--- src/rtl/exotiny_wb_arb_pkg.sv ---
// Shared types for the ExoTiny Wishbone arbiter: FSM states and master ids.
package exotiny_pkg;

  typedef enum logic [1:0] {
    IDLE   = 2'd0,
    GNT_IM = 2'd1,
    GNT_DM = 2'd2
  } arb_state_t;

  typedef enum logic {
    IM = 1'b0,
    DM = 1'b1
  } arb_mst_t;

endpackage

--- src/rtl/exotiny_wb_arb_if.sv ---
// Wishbone classic bus bundle; 'master' drives the request, 'slave' answers it.
interface exotiny_wb_arb_if #(
  parameter int ADRW = 32
) ();

  logic            stb;
  logic            we;
  logic [3:0]      be;
  logic [ADRW-1:0] adr;
  logic [31:0]     wdat;
  logic [31:0]     rdat;
  logic            ack;
  logic            err;

  modport master (
    output stb, we, be, adr, wdat,
    input  rdat, ack, err
  );

  modport slave (
    input  stb, we, be, adr, wdat,
    output rdat, ack, err
  );

endinterface

--- src/rtl/exotiny_wb_arb.sv ---
// Two-master Wishbone arbiter (imem fetch / dmem) in front of the single ExoTiny
// slave port: alternating grant on contention, grant held until ack, watchdog abort.
module exotiny_wb_arb
  import exotiny_pkg::*;
#(
  parameter int ADRW    = 32,
  parameter int TIMEOUT = 255
) (
  input  logic              clk_i,
  input  logic              rst_i,
  exotiny_wb_arb_if.slave   im,
  exotiny_wb_arb_if.slave   dm,
  exotiny_wb_arb_if.master  s
);

  localparam int CW = (TIMEOUT < 1) ? 1 : $clog2(TIMEOUT + 1);
  localparam logic [CW-1:0] WD_LAST = (TIMEOUT < 1) ? '0 : CW'(TIMEOUT - 1);

  arb_state_t      r_state;
  arb_state_t      w_state_next;
  arb_mst_t        r_last;
  logic [CW-1:0]   r_wd_cnt;

  logic            w_gstb;
  logic            w_expire;
  logic            w_s_stb;
  logic            w_s_we;
  logic [3:0]      w_s_be;
  logic [ADRW-1:0] w_s_adr;
  logic [31:0]     w_s_wdat;
  logic            w_im_ack;
  logic            w_dm_ack;
  logic            w_im_err;
  logic            w_dm_err;

  // imem is read-only and the slave never reports err; these inputs are intentionally dropped
  logic            w_unused;
  assign w_unused = ^{im.we, im.be, im.wdat, s.err};

  always_comb begin
    w_gstb   = 1'b0;
    if (r_state == GNT_IM) w_gstb = im.stb;
    if (r_state == GNT_DM) w_gstb = dm.stb;
    w_expire = (TIMEOUT != 0) && w_gstb && !s.ack && (r_wd_cnt == WD_LAST);
  end

  always_comb begin
    w_state_next = r_state;
    w_s_stb      = 1'b0;
    w_s_we       = 1'b0;
    w_s_be       = 4'h0;
    w_s_adr      = '0;
    w_s_wdat     = 32'h0;
    w_im_ack     = 1'b0;
    w_dm_ack     = 1'b0;
    w_im_err     = 1'b0;
    w_dm_err     = 1'b0;
    case (r_state)
      IDLE: begin
        // on a tie the master that did not go last wins
        if (im.stb && (!dm.stb || r_last == DM)) w_state_next = GNT_IM;
        else if (dm.stb)                           w_state_next = GNT_DM;
      end
      GNT_IM: begin
        w_s_stb  = im.stb && !w_expire;
        w_s_be   = 4'hF;
        w_s_adr  = im.adr;
        w_im_ack = s.ack;
        w_im_err = w_expire;
        if (s.ack || !im.stb || w_expire) w_state_next = IDLE;
      end
      GNT_DM: begin
        w_s_stb  = dm.stb && !w_expire;
        w_s_we   = dm.we;
        w_s_be   = dm.be;
        w_s_adr  = dm.adr;
        w_s_wdat = dm.wdat;
        w_dm_ack = s.ack;
        w_dm_err = w_expire;
        if (s.ack || !dm.stb || w_expire) w_state_next = IDLE;
      end
      default: w_state_next = IDLE;
    endcase
  end

  always_ff @(posedge clk_i or posedge rst_i) begin
    if (rst_i) begin
      r_state  <= IDLE;
      r_last   <= DM;
      r_wd_cnt <= '0;
    end else begin
      r_state <= w_state_next;
      if (r_state == IDLE && w_state_next == GNT_IM) r_last <= IM;
      if (r_state == IDLE && w_state_next == GNT_DM) r_last <= DM;
      // cleared while idle so every grant starts at zero; saturates instead of wrapping
      if (r_state == IDLE)    r_wd_cnt <= '0;
      else if (!(&r_wd_cnt))  r_wd_cnt <= r_wd_cnt + CW'(1);
    end
  end

  assign s.stb   = w_s_stb;
  assign s.we    = w_s_we;
  assign s.be    = w_s_be;
  assign s.adr   = w_s_adr;
  assign s.wdat  = w_s_wdat;
  assign im.ack  = w_im_ack;
  assign dm.ack  = w_dm_ack;
  assign im.err  = w_im_err;
  assign dm.err  = w_dm_err;
  assign im.rdat = s.rdat;
  assign dm.rdat = s.rdat;

endmodule

--- src/flat_wrapper.sv ---
// flat-port wrapper written by rule: the top's interface ports become plain ports
module exotiny_wb_arb_flat import exotiny_pkg::*;
#(
  parameter int ADRW    = 32,
  parameter int TIMEOUT = 255
)
  (clk_i, rst_i, im_stb, im_we, im_be, im_adr, im_wdat, im_rdat, im_ack, im_err, dm_stb, dm_we, dm_be, dm_adr, dm_wdat, dm_rdat, dm_ack, dm_err, s_stb, s_we, s_be, s_adr, s_wdat, s_rdat, s_ack, s_err);
  exotiny_wb_arb_if #(.ADRW(ADRW)) im_i ();
  exotiny_wb_arb_if #(.ADRW(ADRW)) dm_i ();
  exotiny_wb_arb_if #(.ADRW(ADRW)) s_i ();
  input  logic clk_i;
  input  logic rst_i;
  input wire logic [$bits(im_i.stb)-1:0] im_stb;
  input wire logic [$bits(im_i.we)-1:0] im_we;
  input wire logic [$bits(im_i.be)-1:0] im_be;
  input wire logic [$bits(im_i.adr)-1:0] im_adr;
  input wire logic [$bits(im_i.wdat)-1:0] im_wdat;
  output wire logic [$bits(im_i.rdat)-1:0] im_rdat;
  output wire logic [$bits(im_i.ack)-1:0] im_ack;
  output wire logic [$bits(im_i.err)-1:0] im_err;
  input wire logic [$bits(dm_i.stb)-1:0] dm_stb;
  input wire logic [$bits(dm_i.we)-1:0] dm_we;
  input wire logic [$bits(dm_i.be)-1:0] dm_be;
  input wire logic [$bits(dm_i.adr)-1:0] dm_adr;
  input wire logic [$bits(dm_i.wdat)-1:0] dm_wdat;
  output wire logic [$bits(dm_i.rdat)-1:0] dm_rdat;
  output wire logic [$bits(dm_i.ack)-1:0] dm_ack;
  output wire logic [$bits(dm_i.err)-1:0] dm_err;
  output wire logic [$bits(s_i.stb)-1:0] s_stb;
  output wire logic [$bits(s_i.we)-1:0] s_we;
  output wire logic [$bits(s_i.be)-1:0] s_be;
  output wire logic [$bits(s_i.adr)-1:0] s_adr;
  output wire logic [$bits(s_i.wdat)-1:0] s_wdat;
  input wire logic [$bits(s_i.rdat)-1:0] s_rdat;
  input wire logic [$bits(s_i.ack)-1:0] s_ack;
  input wire logic [$bits(s_i.err)-1:0] s_err;
  assign im_i.stb = im_stb;
  assign im_i.we = im_we;
  assign im_i.be = im_be;
  assign im_i.adr = im_adr;
  assign im_i.wdat = im_wdat;
  assign im_rdat = im_i.rdat;
  assign im_ack = im_i.ack;
  assign im_err = im_i.err;
  assign dm_i.stb = dm_stb;
  assign dm_i.we = dm_we;
  assign dm_i.be = dm_be;
  assign dm_i.adr = dm_adr;
  assign dm_i.wdat = dm_wdat;
  assign dm_rdat = dm_i.rdat;
  assign dm_ack = dm_i.ack;
  assign dm_err = dm_i.err;
  assign s_stb = s_i.stb;
  assign s_we = s_i.we;
  assign s_be = s_i.be;
  assign s_adr = s_i.adr;
  assign s_wdat = s_i.wdat;
  assign s_i.rdat = s_rdat;
  assign s_i.ack = s_ack;
  assign s_i.err = s_err;
  exotiny_wb_arb #(.ADRW(ADRW), .TIMEOUT(TIMEOUT)) u_core (.clk_i(clk_i), .rst_i(rst_i), .im(im_i), .dm(dm_i), .s(s_i));
endmodule
--- config.mk ---
export PLATFORM = sky130hd
export DESIGN_NAME = exotiny_wb_arb_flat
export DESIGN_NICKNAME = d
export VERILOG_FILES = /design/src/rtl/exotiny_wb_arb_pkg.sv /design/src/rtl/exotiny_wb_arb_if.sv /design/src/rtl/exotiny_wb_arb.sv /design/src/flat_wrapper.sv
export SDC_FILE = /design/constraint.sdc
export NUM_CORES = 1
export LEC_CHECK = 0
export CORE_AREA = 2 2 121 123
export CTS_CLUSTER_SIZE = 40
export DETAILED_ROUTE_END_ITERATION = 8
export DIE_AREA = 0 0 123 125
export PLACE_DENSITY_LB_ADDON = 0.25
export SYNTH_ARGS = -nofsm -noshare
export SYNTH_HDL_FRONTEND = slang
export SYNTH_SLANG_ARGS = --single-unit
--- constraint.sdc ---
create_clock -name clk_i -period 2.4 [get_ports clk_i]
set_input_delay 0.48 -clock clk_i [delete_from_list [all_inputs] [get_ports clk_i]]
set_output_delay 0.48 -clock clk_i [all_outputs]
set_load 0.05 [all_outputs]
==> results.md <==
* FMAX at between 0.4 and 0.5 GHz
* Crit path buf inv count at 2
* CP Class: input port to output pin
* Crit end category: output pin
* Arrival time at the worst endpoint at around 1900 ps
* Die area at 15400 sq um
* Req. time, crit path at approximately 1900 ps
* Post-synthesis async set-or-reset flop share at 1.00
* Reg-to-Reg Start: u_core.r_state[1]
* Synth Cell Area at ~2100 sq um
* Final Hold Vio Count at 0
* Startpoint Class: input port
* Synth area leaders: buf_4 (24%), dfrtp_1 (12%), a22oi_1 (12%)
* I/O Buffers at about 180
* Synth Instances at 275
* Top delay family on crit path: buffers and inverters
* Seq cells post-synth at 11
* Post-DRT Antenna Nets at 0
* Final min period at around 2300 ps
* Die height at ~130 microns
* Worst hold margin at approximately 550 ps
* Clock Sinks at 11
* EDFF count, synth at 0
* Area after DPL at 4420 sq um
* Initial core utilization at 0.146
* Pre-CTS WS at approximately 90 ps
* Slew @ Worst Pin at ~450 ps
* Tcrit/Tclk final at 0.970
* Row count at 44
* Worst-Skew Late Latency at around 240 ps
* Run status: completed
* Initial antenna violation count at 0
* Vias at about 2300
* FF-to-FF path depth at 6
* Reg-to-reg slack, setup at ~400 ps
* 1st-iter DRT viols at between 50 and 60
* DR DRC count at 0
* Layout Skew at approximately 1.6 ps
* Avg WL per Cell at 14.7 microns
* Pin count of the biggest net entering global routing at 60
* Core area at between 10000 and 15000 sq um
* Cell Chain, Critical Path: clkdlybuf4s50_1 > nand2_1 > a211o_1 > and3_2 > buf_4
* Worst hold-check path type: input port to async pin
* DR vias/cell at 4.00
* CP max FO at 4
* DRT Pass-1 Iters at 4
* Vias in the first global route at around 2300
* Post-Synthesis Net Count at ~460
* Root buffer cell: clkbuf_16
* Routability-driven placement congestion ratio at between 0.7 and 0.8
* Commonest non-fill, non-tap cell in the layout: clkdlybuf4s50_1
* First-pass GRT wire length at about 12 mm
* Grt ovf at 0
* Worst setup startpoint: dm_stb
* Maximum clock insertion buffer count at 2
* Register area share after synthesis at 0.134
* Layout cells sized above 1 at 0.313
* Fin nets at around 570
* Final wirelength at approximately 8.4 mm
* PwrDens at a little under 900 nW/um^2
* Crit-path slowest cell: clkdlybuf4s50_1
* Layout area overhead at 120%
* Setup Total Neg Slack at 0 ps
* CTS Buf Count at 3
* Final Slew Violations at 0
* Commonest cells after routing, fill and taps aside: clkdlybuf4s50_1 (105), buf_12 (75), and2_1 (36)
* Unique masters post-synth at 43
* Worst vdd ir at about 480 uV
* Max cap viols at 0
* Die Span X at 123 microns
* Syn_area_per_cell at roughly 7.5 sq um
* Setup violations, final at 0
* Yosys warnings at 0
* Final Total Pwr at about 4.0 mW
* Most common flop cell mapped by yosys: dfrtp_1
* CP peak stage delay at approximately 520 ps
* H-tree Lvls at 1
* Diodes inserted at 0
* Synth area leader: buf_4
* Pleak at approximately 1.7 nW
* Clock transition at path regs at 40 ps
* Gr usage total at 0.100
* Synth top area share at 0.236
* Crit path to: s_stb
* Final instance area at roughly 4600 sq um
* IO Pins at ~310
* Headroom to the max-slew limit at 0.697
* Final worst slack at a little over 70 ps
* Crit. path cell count at 5
* TritonCTS clock tree: built
* Worst R2R End: u_core.r_last
* Hpwl dp at ~6.6 mm
-- layout make-up --
cell class | count | area, sq um
clock buffers | 4 | 78.8
fillers | 1449 | 9640
inverters | 9 | 33.8
multi-input cells | 174 | 1280
flip-flops and latches | 11 | 278
well taps | 184 | 230
repair buffers | 192 | 2660
-- worst min path at each step --
stage,start,to,cells after the start
after detailed placement,u_core.r_wd_cnt[2],u_core.r_wd_cnt[2],1
after global routing,u_core.r_wd_cnt[2],u_core.r_wd_cnt[2],1
after global placement,u_core.r_wd_cnt[2],u_core.r_wd_cnt[2],1
after floorplan,rst_i,u_core.r_state[0],1
final,rst_i,u_core.r_wd_cnt[6],2
after CTS,u_core.r_wd_cnt[2],u_core.r_wd_cnt[2],1
-- repair_timing --
action                                  in CTS  in global routing
resized for setup                            0                  6
endpoints found under the setup margin       0                 25
hold buffers                                 0                  0
setup buffers                                0                  2
-- kinds of logic (layout without fill, tap and decap cells) --
| logic type | after synthesis | count (layout) | share of synthesized area |
|---|---|---|---|
| and+or+nand+nor | 104 | 104 | 0.307 |
| xor gates and xnor gates | 3 | 3 | 0.0127 |
| buffers and inverters | 90 | 205 | 0.283 |
| adders and majority gates | 6 | 6 | 0.0363 |
| DFF | 11 | 11 | 0.134 |
| AOI/OAI and AO/OA | 61 | 61 | 0.227 |
-- Yosys cell counts (3+ instances only) --
cell type,n
a211oi_1,3
a21oi_1,7
a22oi_1,33
a31oi_1,3
and2_1,36
buf_2,3
buf_4,65
clkbuf_1,13
dfrtp_1,10
ha_1,6
inv_1,9
nand2_1,6
nand3_1,3
nor2_1,6
nor2b_1,38
nor3_1,3
o21ai_0,3
xnor2_1,3
-- stage by stage --
stage               utilization  cells
floorplan                     -    275
global placement          0.311    567
detailed placement        0.311    567
CTS                       0.317    571
global route              0.321    574
finish                    0.321    574
-- flip-flops by register name, summed over array words and instances, names as in the netlist --
name	count
u_core.r_last	1
u_core.r_state	2
u_core.r_wd_cnt	8
-- metal layers --
metal	vias to the layer above	GRT usage	part of all wire	routed length [microns]
met5	-	0	0	0
met4	0	0.0307	0.011	91
met3	22	0.0255	0.10	838
met2	121	0.194	0.53	4480
met1	1043	0.103	0.36	3010
li1	1108	-	-	-
-- report_power, final --
part | total (mW) | internal (mW) | switching (mW)
Sequential | 0.273 | 0.227 | 0.0466
Clock | 0.312 | 0.224 | 0.0883
Combinational | 3.38 | 1.62 | 1.77
Power figures use the tool's default switching activity.
